<file path="src/rtl/dm_timer.sv">
// Memory-mapped prescaled timer with compare match, auto-reload or halt-on-match,
// and a level interrupt. Eight-word register window on the core data bus.
module dm_timer #(
  parameter logic [63:0] BASE_ADDR = 64'h400
) (
  input  logic        i_clk,
  input  logic        i_rst_n,
  input  logic [63:0] i_dm_addr,
  input  logic        i_dm_cs,
  input  logic        i_dm_rw,
  input  logic [63:0] i_dm_data,
  output logic [63:0] o_dm_data,
  output logic        o_dm_sel,
  output logic        o_irq
);

  typedef enum logic [1:0] {
    IDLE = 2'd0,
    RUN  = 2'd1,
    HALT = 2'd2
  } state_t;

  state_t      state, state_nxt;
  logic        ctrl_auto, ctrl_ie;
  logic [63:0] prescale, compare, count, prescaler;
  logic        match;

  logic [63:0] prescaler_nxt, count_nxt, rd_value;
  logic        match_nxt;

  logic        hit, wr, rd;
  logic [2:0]  offset;
  logic        wr_ctrl, wr_prescale, wr_compare, wr_count, wr_status;
  logic        tick, cmp_hit;

  assign hit    = i_dm_cs && (i_dm_addr[63:3] == BASE_ADDR[63:3]);
  assign offset = i_dm_addr[2:0];
  assign wr     = hit && i_dm_rw;
  assign rd     = hit && !i_dm_rw;

  assign wr_ctrl     = wr && (offset == 3'd0);
  assign wr_prescale = wr && (offset == 3'd1);
  assign wr_compare  = wr && (offset == 3'd2);
  assign wr_count    = wr && (offset == 3'd3);
  assign wr_status   = wr && (offset == 3'd4);

  // EN is not stored separately: it is exactly "the FSM is in RUN".
  assign tick    = (state == RUN) && (prescaler == prescale);
  assign cmp_hit = tick && (count == compare);

  always_comb begin
    state_nxt = state;
    case (state)
      IDLE: if (wr_ctrl && i_dm_data[0]) state_nxt = RUN;
      RUN: begin
        if (wr_ctrl)                      state_nxt = i_dm_data[0] ? RUN : IDLE;
        else if (cmp_hit && !ctrl_auto)   state_nxt = HALT;
      end
      HALT: if (wr_ctrl) state_nxt = i_dm_data[0] ? RUN : IDLE;
      default: state_nxt = IDLE;
    endcase
  end

  // Software writes to COUNT override the tick update; MATCH set beats software clear.
  always_comb begin
    prescaler_nxt = prescaler;
    count_nxt     = count;
    match_nxt     = match;
    if (tick)
      prescaler_nxt = 64'd0;
    else if (state == RUN)
      prescaler_nxt = prescaler + 64'd1;
    if (tick) begin
      if (cmp_hit) begin
        if (ctrl_auto) count_nxt = 64'd0;
      end else begin
        count_nxt = count + 64'd1;
      end
    end
    if (wr_count)
      count_nxt = i_dm_data;
    if (wr_status && i_dm_data[0])
      match_nxt = 1'b0;
    if (cmp_hit)
      match_nxt = 1'b1;
  end

  always_comb begin
    rd_value = 64'd0;
    case (offset)
      3'd0:    rd_value = {61'd0, ctrl_ie, ctrl_auto, (state == RUN)};
      3'd1:    rd_value = prescale;
      3'd2:    rd_value = compare;
      3'd3:    rd_value = count;
      3'd4:    rd_value = {63'd0, match};
      default: rd_value = 64'd0;
    endcase
  end

  always_ff @(posedge i_clk or negedge i_rst_n) begin
    if (!i_rst_n) begin
      state     <= IDLE;
      ctrl_auto <= 1'b0;
      ctrl_ie   <= 1'b0;
      prescale  <= 64'd0;
      compare   <= 64'd0;
      count     <= 64'd0;
      prescaler <= 64'd0;
      match     <= 1'b0;
      o_dm_data <= 64'd0;
      o_dm_sel  <= 1'b0;
      o_irq     <= 1'b0;
    end else begin
      state     <= state_nxt;
      prescaler <= prescaler_nxt;
      count     <= count_nxt;
      match     <= match_nxt;
      if (wr_ctrl) begin
        ctrl_auto <= i_dm_data[1];
        ctrl_ie   <= i_dm_data[2];
      end
      if (wr_prescale) prescale <= i_dm_data;
      if (wr_compare)  compare  <= i_dm_data;
      o_dm_sel  <= rd;
      o_dm_data <= rd ? rd_value : 64'd0;
      o_irq     <= match && ctrl_ie;
    end
  end

endmodule
</file>
<file path="config.mk">
export PLATFORM = sky130hd
export DESIGN_NAME = dm_timer
export DESIGN_NICKNAME = d
export VERILOG_FILES = /design/src/rtl/dm_timer.sv
export SDC_FILE = /design/constraint.sdc
export NUM_CORES = 1
export LEC_CHECK = 0
export CAP_MARGIN = 15
export CORE_MARGIN = 2
export CORE_UTILIZATION = 60
export DETAILED_ROUTE_END_ITERATION = 8
export HOLD_SLACK_MARGIN = 0.03
export PLACE_DENSITY = 0.87
export SLEW_MARGIN = 20
export SYNTH_ARGS = -nofsm -noshare
export SYNTH_HDL_FRONTEND = slang
export SYNTH_SLANG_ARGS = --single-unit
export TNS_END_PERCENT = 10
</file>
<file path="constraint.sdc">
create_clock -name i_clk -period 7.1 [get_ports i_clk]
set_input_delay 1.42 -clock i_clk [delete_from_list [all_inputs] [get_ports i_clk]]
set_output_delay 1.42 -clock i_clk [all_outputs]
set_load 0.01 [all_outputs]
</file>
== Word-level counts from Yosys, hierarchy flattened ==
Cells that the tools add are included.

* Bits in registers: 327
* Bits in latches: 0
* Bits in writable memories: 0
* Memory bits (read-only): 0
* Input bits: 132
* Output and inout port bits: 66
* Word-level logic and storage cells: 65
* Memories kept: 0

* Add/sub/neg operators: 2
* $mul: 0
* Divide/modulo/power cells: 0
* Magnitude comparators: 0
* Equality and inequality tests: 13
* Shifts and indexed selects: 0
* Multiplexer cells: 16
* Bitwise operators: 0
* Reductions and logical operators: 23

{| class="wikitable"
|+ Operators by type and width
! cell !! count
|-
| 2-to-1 mux 64 bit || 7
|-
| case mux 64 bit (5 select lines) || 1
|-
| adder 64 x 1 -> 64 bit, second input constant || 2
|-
| == test 64 bit || 2
|-
| == test 61 x 8 -> 1 bit, second input constant || 1
|-
| logical AND 1 bit || 14
|-
| 2-to-1 mux 2 bit || 4
|-
| == test 3 x 2 -> 1 bit, second input constant || 2
|-
| case mux 2 bit (3 select lines) || 1
|-
| nonzero test 2 bit || 3
|-
| inequality test 2 bit, second input constant || 2
|-
| == test 3 x 1 -> 1 bit, second input constant || 1
|-
| == test 3 bit, second input constant || 1
|-
| zero test 3 bit || 1
|-
| 2-to-1 mux 1 bit || 3
|-
| inequality test 3 x 2 -> 1 bit, second input constant || 1
|-
| inequality test 3 bit, second input constant || 1
|-
| AND reduction 3 bit || 1
|-
| == test 2 x 1 -> 1 bit, second input constant || 1
|-
| == test 2 bit, second input constant || 1
|-
| zero test 1 bit || 2
|-
| zero test 2 bit || 1
|-
| AND reduction 2 bit || 1
|}

== Depth between registers and ports, before layout ==
Gate-level depths: netlist of run 1.

* Word-level depth: 7
* Depth in mapped cells: 11
* Gate-level depth less buffers: 9

== Least setup slack after synthesis of run 1 ==
OpenSTA, ideal clock, no wires.

* Path kind: input-to-reg
* From: in i_dm_addr[42]
* To: reg prescale[50]
* Setup time: 128 ps
* Arrival time: 3260 ps
* Data required time: 6972 ps
* Slack: 3712 ps
* Stages: 8
* Buffers on the path: 2
* Cells stage by stage: nor4b_1 > nand4_1 > nor4_1 > nand3b_1 > nor3b_2 > buf_4 > buf_4 > mux2_1

* Word-level cells in the longest chain between the ends: 4

{| class="wikitable"
|+ RTL lines
! what !! RTL line !! RTL
|-
| from (decl) || 8 || <nowiki>input logic [63:0] i_dm_addr,</nowiki>
|-
| == test 61 x 8 -> 1 bit || 36 || <nowiki>assign hit = i_dm_cs && (i_dm_addr[63:3] == BASE_ADDR[63:3]);</nowiki>
|-
| logical AND 1 bit || 36 ||
|-
| logical AND 1 bit || 38 || <nowiki>assign wr = hit && i_dm_rw;</nowiki>
|-
| logical AND 1 bit || 42 || <nowiki>assign wr_prescale = wr && (offset == 3'd1);</nowiki>
|-
| to (signal assigned) || 122 || <nowiki>if (wr_prescale) prescale <= i_dm_data;</nowiki>
|-
| to (decl) || 25 || <nowiki>logic [63:0] prescale, compare, count, prescaler;</nowiki>
|}

No other way between the ends.
A chain may end at the register's enable or synchronous reset.

== Worst setup path after layout of run 1 ==
* From: in i_dm_addr[49]
* To: reg count[26]

* Word-level cells in the longest chain between the ends: 6
* Elaborated cells on any way between the ends: 8
* Classes of those cells: eq/ne (2); mux (1); reduce/logical (5)

{| class="wikitable"
|+ RTL lines
! what !! RTL line !! RTL
|-
| == test 61 x 8 -> 1 bit (*) || 36 ||
|-
| logical AND 1 bit (*) || 36 ||
|-
| logical AND 1 bit (*) || 38 ||
|-
| logical AND 1 bit (*) || 44 || <nowiki>assign wr_count = wr && (offset == 3'd3);</nowiki>
|-
| inequality test 3 bit (no source line) or nonzero test 2 bit (tied branches) || -- ||
|-
| AND reduction 2 bit (no source line) || -- ||
|-
| to (signal assigned) || 116 || <nowiki>count <= count_nxt;</nowiki>
|-
| to (decl) || 25 ||
|}

Every way passes the cells marked *; elsewhere a longest branch is shown, timed or not.

==> flow_summary.yaml, run 1 <==
routing:
  via_per_inst: 6.68
  num_vias: 15339
  routed_wl_um: 59700
  drc: 0
  dr.pass1.iters: 7
  drt-wirelength-per-cell_um: 26.0
  drt_iter0_drc: 1882
  antenna_left: 0
clocking:
  clkTransAtPathRegs_ns: 0.06
  clk_latency_ns: 0.53
  tritoncts: "yes"
  postCtsSetupBuffers: 0
  clockBufferDepth: 3
  clock_sinks: 327
  cts_made_buffers: 37
  cts_max_level: 2
  clock-root-buffer: "clkbuf_16"
  ctsResizeCount: 0
  ctsHoldBuffers: 0
timing:
  worst_pin_slew_ns: 1.14
  fin_crit_sh: 0.666
  max_freq_mhz: 211
  fin_setup_tns_ns: 0
  rsz0062_at_grt: "false"
  clock_skew_ns: 0.0201
  setup_viol: 0
  final_hold_viol_count: 0
  final.min_clock_period_ns: 4.73
  relSlewSlack: 0.236
  maxSlewViolCount: 0
setup_path:
  critPathLaunchType: "input port"
  slowest_delay_ns: 0.94
  cp.arrival_ns: 5.15
  critPathKind: "input port to register"
  worstPathMaxFanout: 35
  crit_chain: "clkdlybuf4s50_1 > nor4_1 > nand4_1 > nor4_2 > nand4_2 > nand4_2 > nor4_1 > a221o_1"
  required_ns: 7.52
  cp_slowest_cell: "nand4_2"
  endpoint_kind: "register"
  r2r_cells: 9
final_layout:
  syn_to_final_growth_pct: 18.8
  final_common_cell: "dfrtp_1"
  antennaDiodeCount: 0
  most-common-layout-cells: "dfrtp_1 (327), clkdlybuf4s50_1 (194), mux2_2 (177)"
  drive_gt1_frac: 0.154
  fillerInstances: 1989
  final_nets: 2021
grt:
  grt_start_max_net_pins: 154
  antenna_found_initial: 0
  grt_first_pass_wirelength_um: 90600
  grtUsageTotal: 0.386
  grt_pass1_vias: 15314
  grt-ovfl-total: 0
worst_hold_path:
  min_path_type: "register to register"
  holdPathStages: 1
floorplanning:
  die_y_um: 176
  die_x_um: 176
  placementRows: 62
  start_util: 0.613
  coreArea_sq_um: 28900
  dieArea_sq_um: 31000
  io_pins: 198
pwr:
  finalPower_mw: 3.99
  power.internal_mw: 3.10
  combinationalPowerShare: 0.046
  p_per_area_nw_per_um2: 189
  p_leak_nw: 9.64
  seqPwrFrac: 0.467
  clkPwrFrac: 0.487
  p_switching_uw: 887
  p_sw_frac: 0.222
  peakVddDrop_mv: 0.168
synthesis:
  ys_types: 75
  synth.cell_area_sq_um: 17700
  synthArstFlopShare: 1.00
  ys_seq_elements: 327
  yosys_warnings: 0
  synthFlopType: "dfrtp_1"
  synthCells: 1740
  synth_enable_flop_cells: 0
  syn_nets: 1874
  yosysSeqAreaShare: 0.461
  syn_area_per_cell_sq_um: 10.2
placed_design:
  hpwl_um: 42300
  place_congestion: 1.04
  io_buffers: 197
job:
  drv_cap: 0
outcome:
  outcome: "finished, final reports clean"
==> registers in the layout, summed over array words and instances (netlist names) <==
signal and flops:
compare 64, prescaler 64, o_dm_data 64, count 64, o_irq 1, o_dm_sel 1, ctrl_ie 1, ctrl_auto 1
match 1, prescale 64, state 2
==> metrics by stage <==
stage	hold slack [ns]	instance area [sq um]	util	cells	setup slack, ns
floorplan	0.466	17700	-	1740	3.71
global placement	0.502	19900	0.686	2232	2.16
detailed placement	0.516	19900	0.686	2232	1.98
CTS	0.534	21100	0.728	2296	2.51
global route	0.568	21100	0.728	2296	2.28
finish	0.533	21100	0.728	2296	2.37
==> synth_stat cells, types with 6 or more instances <==
cell | instances | area, sq um
dfrtp_1 | 327 | 8180
nor2_1 | 176 | 661
a22oi_1 | 68 | 510
nand2b_1 | 6 | 37.5
and2_1 | 15 | 93.8
a31oi_1 | 8 | 50.1
o211ai_1 | 7 | 52.6
mux2_2 | 177 | 1990
nor3_1 | 36 | 180
inv_1 | 21 | 78.8
buf_2 | 37 | 185
nand4_1 | 65 | 407
and4_1 | 12 | 105
nor4_2 | 8 | 100
o21ai_0 | 60 | 300
a211o_1 | 11 | 96.3
a21oi_1 | 44 | 220
nor2b_1 | 16 | 100
mux2_1 | 10 | 113
xor2_1 | 96 | 841
a21o_1 | 6 | 45.0
nor4_1 | 50 | 313
nand2_1 | 127 | 477
clkbuf_1 | 59 | 221
or3_1 | 13 | 81.3
nand3_1 | 78 | 390
and3_1 | 26 | 163
xnor2_1 | 86 | 753
==> layer usage <==
metal  routed length (um)  track usage
met1                23100        0.539
met2                26500        0.577
met3                 7090       0.0855
met4                 3070        0.189
met5                    0            0
==> area by class of cell <==
class / count / area (sq um) / area share
clock inverter: 9 / 105 / 0.00499
tap: 384 / 480 / 0.0228
sequential: 327 / 8180 / 0.388
inverter: 21 / 78.8 / 0.00374
clock buffer: 55 / 1120 / 0.0529
multi-input combinational: 1288 / 9020 / 0.428
timing repair buffer: 212 / 2090 / 0.0992
==> worst max-delay path: cells and delay by family <==
| family | cells | cell delay, ns |
|---|---|---|
| compound gates | 1 | 0.37 |
| buf+inv | 1 | 0.47 |
| simple gates | 6 | 2.85 |
==> path summary, 6_finish.rpt <==
path                       slack, ns                       from                       to
max                             2.37              i_dm_addr[49]    count[26]$_DFFE_PN0P_
min                             0.53          match$_DFFE_PN0P_          o_irq$_DFF_PN0_
max reg2reg                     3.02  prescaler[20]$_DFFE_PN0P_    count[58]$_DFFE_PN0P_
min reg2reg                     0.53          match$_DFFE_PN0P_          o_irq$_DFF_PN0_
max in group asynchronous       4.63                    i_rst_n   compare[0]$_DFFE_PN0P_
min in group asynchronous       0.94                    i_rst_n  o_dm_data[15]$_DFF_PN0_
==> power by group through the flow <==
stage	registers (mW)	logic (mW)	clock network, mW
after detailed placement	1.90	0.179	0
final	1.86	0.183	1.94
after global routing	1.86	0.194	2.02
after global placement	1.90	0.177	0
after floorplan	1.90	0.0306	0
after CTS	1.86	0.181	1.94
==> cell families after synthesis <==
logic type | count (synthesis) | synth area share
AND/OR/NAND/NOR | 672 | 0.204
flip-flops | 327 | 0.461
AO/OA/AOI/OAI | 242 | 0.0905
multiplexers | 190 | 0.122
XOR/XNOR | 182 | 0.0899
buffers and inverters | 125 | 0.0312
adder cells (fa/ha/maj) | 2 | 0.00141
Note: power is estimated with default switching activity, not from simulation.
==> inputs of run 2 (changes only) <==
- CORE_UTILIZATION: 60 -> 52
- PLACE_DENSITY: 0.87 -> 0.81
- clock period: 7.1 -> 3.9 ns (I/O delays scaled with it)
==> run 2 against run 1 <==
Effect of this change: register-to-register slack lost 2.7 ns; clock skew grew 0.0018 ns; cell count grew 3.7%; via count shrank 1.7%; count of clock-buffer cells in the layout shrank 5; cell area grew 1.2%; sequential power grew 82%; worst setup slack lost 2.1 ns; critical path depth shrank 1; non-clock buffer count grew 23; critical path type is now register to register.
==> flow_summary.yaml, run 2 (synthesis gave the netlist of run 1 again) <==
floorplanning:
  coreArea_sq_um: 33500
  die_y_um: 189
  dieArea_sq_um: 35600
  start_util: 0.529
  placementRows: 67
  io_pins: 198
  die_x_um: 189
setup_path:
  slowest_delay_ns: 0.85
  critPathLaunchType: "register"
  r2r_cells: 7
  worstReg2RegStart: "count[15]$_DFFE_PN0P_"
  worstPathMaxFanout: 16
  crit_buf_inv: 0
  cp_slowest_cell: "o21ai_2"
  worstReg2RegEnd: "count[16]$_DFFE_PN0P_"
  required_ns: 4.32
  ff2ff_setup_slack_ns: 0.28
  endpoint_kind: "register"
  critical_path.top_delay_family: "compound AO/OA/AOI/OAI gates"
  critPathKind: "register to register"
  cp.arrival_ns: 4.05
  crit_chain: "xnor2_1 > nand4_1 > nor4_2 > nand4_4 > o21ai_2 > o21ai_0 > a21o_1"
pwr:
  power.internal_mw: 5.51
  peakVddDrop_mv: 0.307
  p_switching_mw: 1.62
  p_sw_frac: 0.227
  seqPwrFrac: 0.476
  clkPwrFrac: 0.476
  combinationalPowerShare: 0.048
  p_leak_nw: 9.75
  p_per_area_nw_per_um2: 334
clocking:
  cts_made_buffers: 36
  clock_sinks: 327
  ctsHoldBuffers: 0
  cts_max_level: 2
  clkTransAtPathRegs_ns: 0.06
  tritoncts: "yes"
  postCtsSetupBuffers: 0
  clk_latency_ns: 0.54
  clock-root-buffer: "clkbuf_16"
  ctsResizeCount: 0
  clockBufferDepth: 3
final_layout:
  final_nets: 2043
  design_area_sq_um: 21300
  final_common_cell: "dfrtp_1"
  fin_cells: 2381
  fillerInstances: 2682
  syn_to_final_growth_pct: 20.2
  most-common-layout-cells: "dfrtp_1 (327), clkdlybuf4s50_1 (194), mux2_2 (177)"
  drive_gt1_frac: 0.165
  antennaDiodeCount: 0
placed_design:
  place_congestion: 0.992
  dp.cells: 2319
  hpwl_um: 43600
  dpl_worst_slack_ns: 0.108
  dpl_cell_area_sq_um: 20200
  io_buffers: 197
grt:
  met2_usage: 0.500
  antenna_found_initial: 0
  grtUsageTotal: 0.333
  grt_start_max_net_pins: 84
  grt_pass1_vias: 14821
  grt.busiest_layer: "met2"
  gr-usage-met3: 0.0644
  grt_first_pass_wirelength_um: 89900
  use_met1: 0.464
  grt-ovfl-total: 0
routing:
  routed_wl_um: 59600
  drc: 0
  antenna_left: 0
  num_vias: 15077
  drt_iter0_drc: 1701
  via_per_inst: 6.33
  dr.pass1.iters: 7
  drt-wirelength-per-cell_um: 25.0
job:
  drv_cap: 0
timing:
  final.min_clock_period_ns: 3.62
  max_freq_mhz: 276
  maxSlewViolCount: 0
  holdWs_ns: 0.229
  setup_viol: 0
  rsz0062_at_grt: "false"
  relSlewSlack: 0.396
  clock_skew_ns: 0.0219
  fin_setup_tns_ns: 0
  final_hold_viol_count: 0
  fin_crit_sh: 0.929
  worst_slack_ns: 0.275
  worst_pin_slew_ns: 0.906
worst_hold_path:
  min_path_type: "input port to async pin"
outcome:
  outcome: "finished, final reports clean"
run 2: cell types whose count changed in the layout (fill, tap and decap cells not counted):
cell / delta
buf_12: +5
clkbuf_8: +1
buf_4: +18
clkbuf_1: -4
clkinv_2: +4
clkbuf_16: -2
bufinv_16: -1
run 2: area by class of cell:
class	count	area, sq um	area share
clock buffers	50	1060	0.0499
clock inverters	12	95.1	0.00446
well taps	448	561	0.0263
repair buffers	235	2330	0.109
multi-input cells	1288	9020	0.423
inverters	21	78.8	0.00370
flip-flops and latches	327	8180	0.384
run 2: how the worst max path moves through the flow:
stage	cells past startpoint	from	slack [ns]	to
floorplan	8	i_dm_addr[42]	1.15	prescale[50]$_DFFE_PN0P_
global placement	8	i_dm_addr[43]	0.21	prescale[45]$_DFFE_PN0P_
detailed placement	8	i_dm_addr[43]	0.11	prescale[61]$_DFFE_PN0P_
CTS	7	count[15]$_DFFE_PN0P_	0.40	count[16]$_DFFE_PN0P_
global route	8	count[15]$_DFFE_PN0P_	0.20	count[15]$_DFFE_PN0P_
finish	7	count[15]$_DFFE_PN0P_	0.28	count[16]$_DFFE_PN0P_
run 2: power by group through the flow:
| stage | Combinational [mW] | Sequential (mW) | Clock (mW) |
|---|---|---|---|
| 6_report | 0.342 | 3.39 | 3.40 |
| 5_1_grt | 0.361 | 3.39 | 3.56 |
| 4_1_cts | 0.340 | 3.39 | 3.41 |
| 3_5_place_dp | 0.338 | 3.45 | 0 |
| 3_3_place_gp | 0.337 | 3.45 | 0 |
| 2_1_floorplan | 0.0557 | 3.46 | 0 |
run 2: through the flow:
stage	util	power [mW]
3_3_place_gp	0.602	3.79
4_1_cts	0.636	7.14
5_1_grt	0.636	7.31
6_report	0.636	7.13
2_1_floorplan	-	3.51
3_5_place_dp	0.602	3.79
run 2: layer usage:
metal | share of wire | vias up
met5 | 0 | -
met4 | 0.055 | 0
met3 | 0.10 | 183
met2 | 0.44 | 877
met1 | 0.40 | 7413
li1 | - | 6604
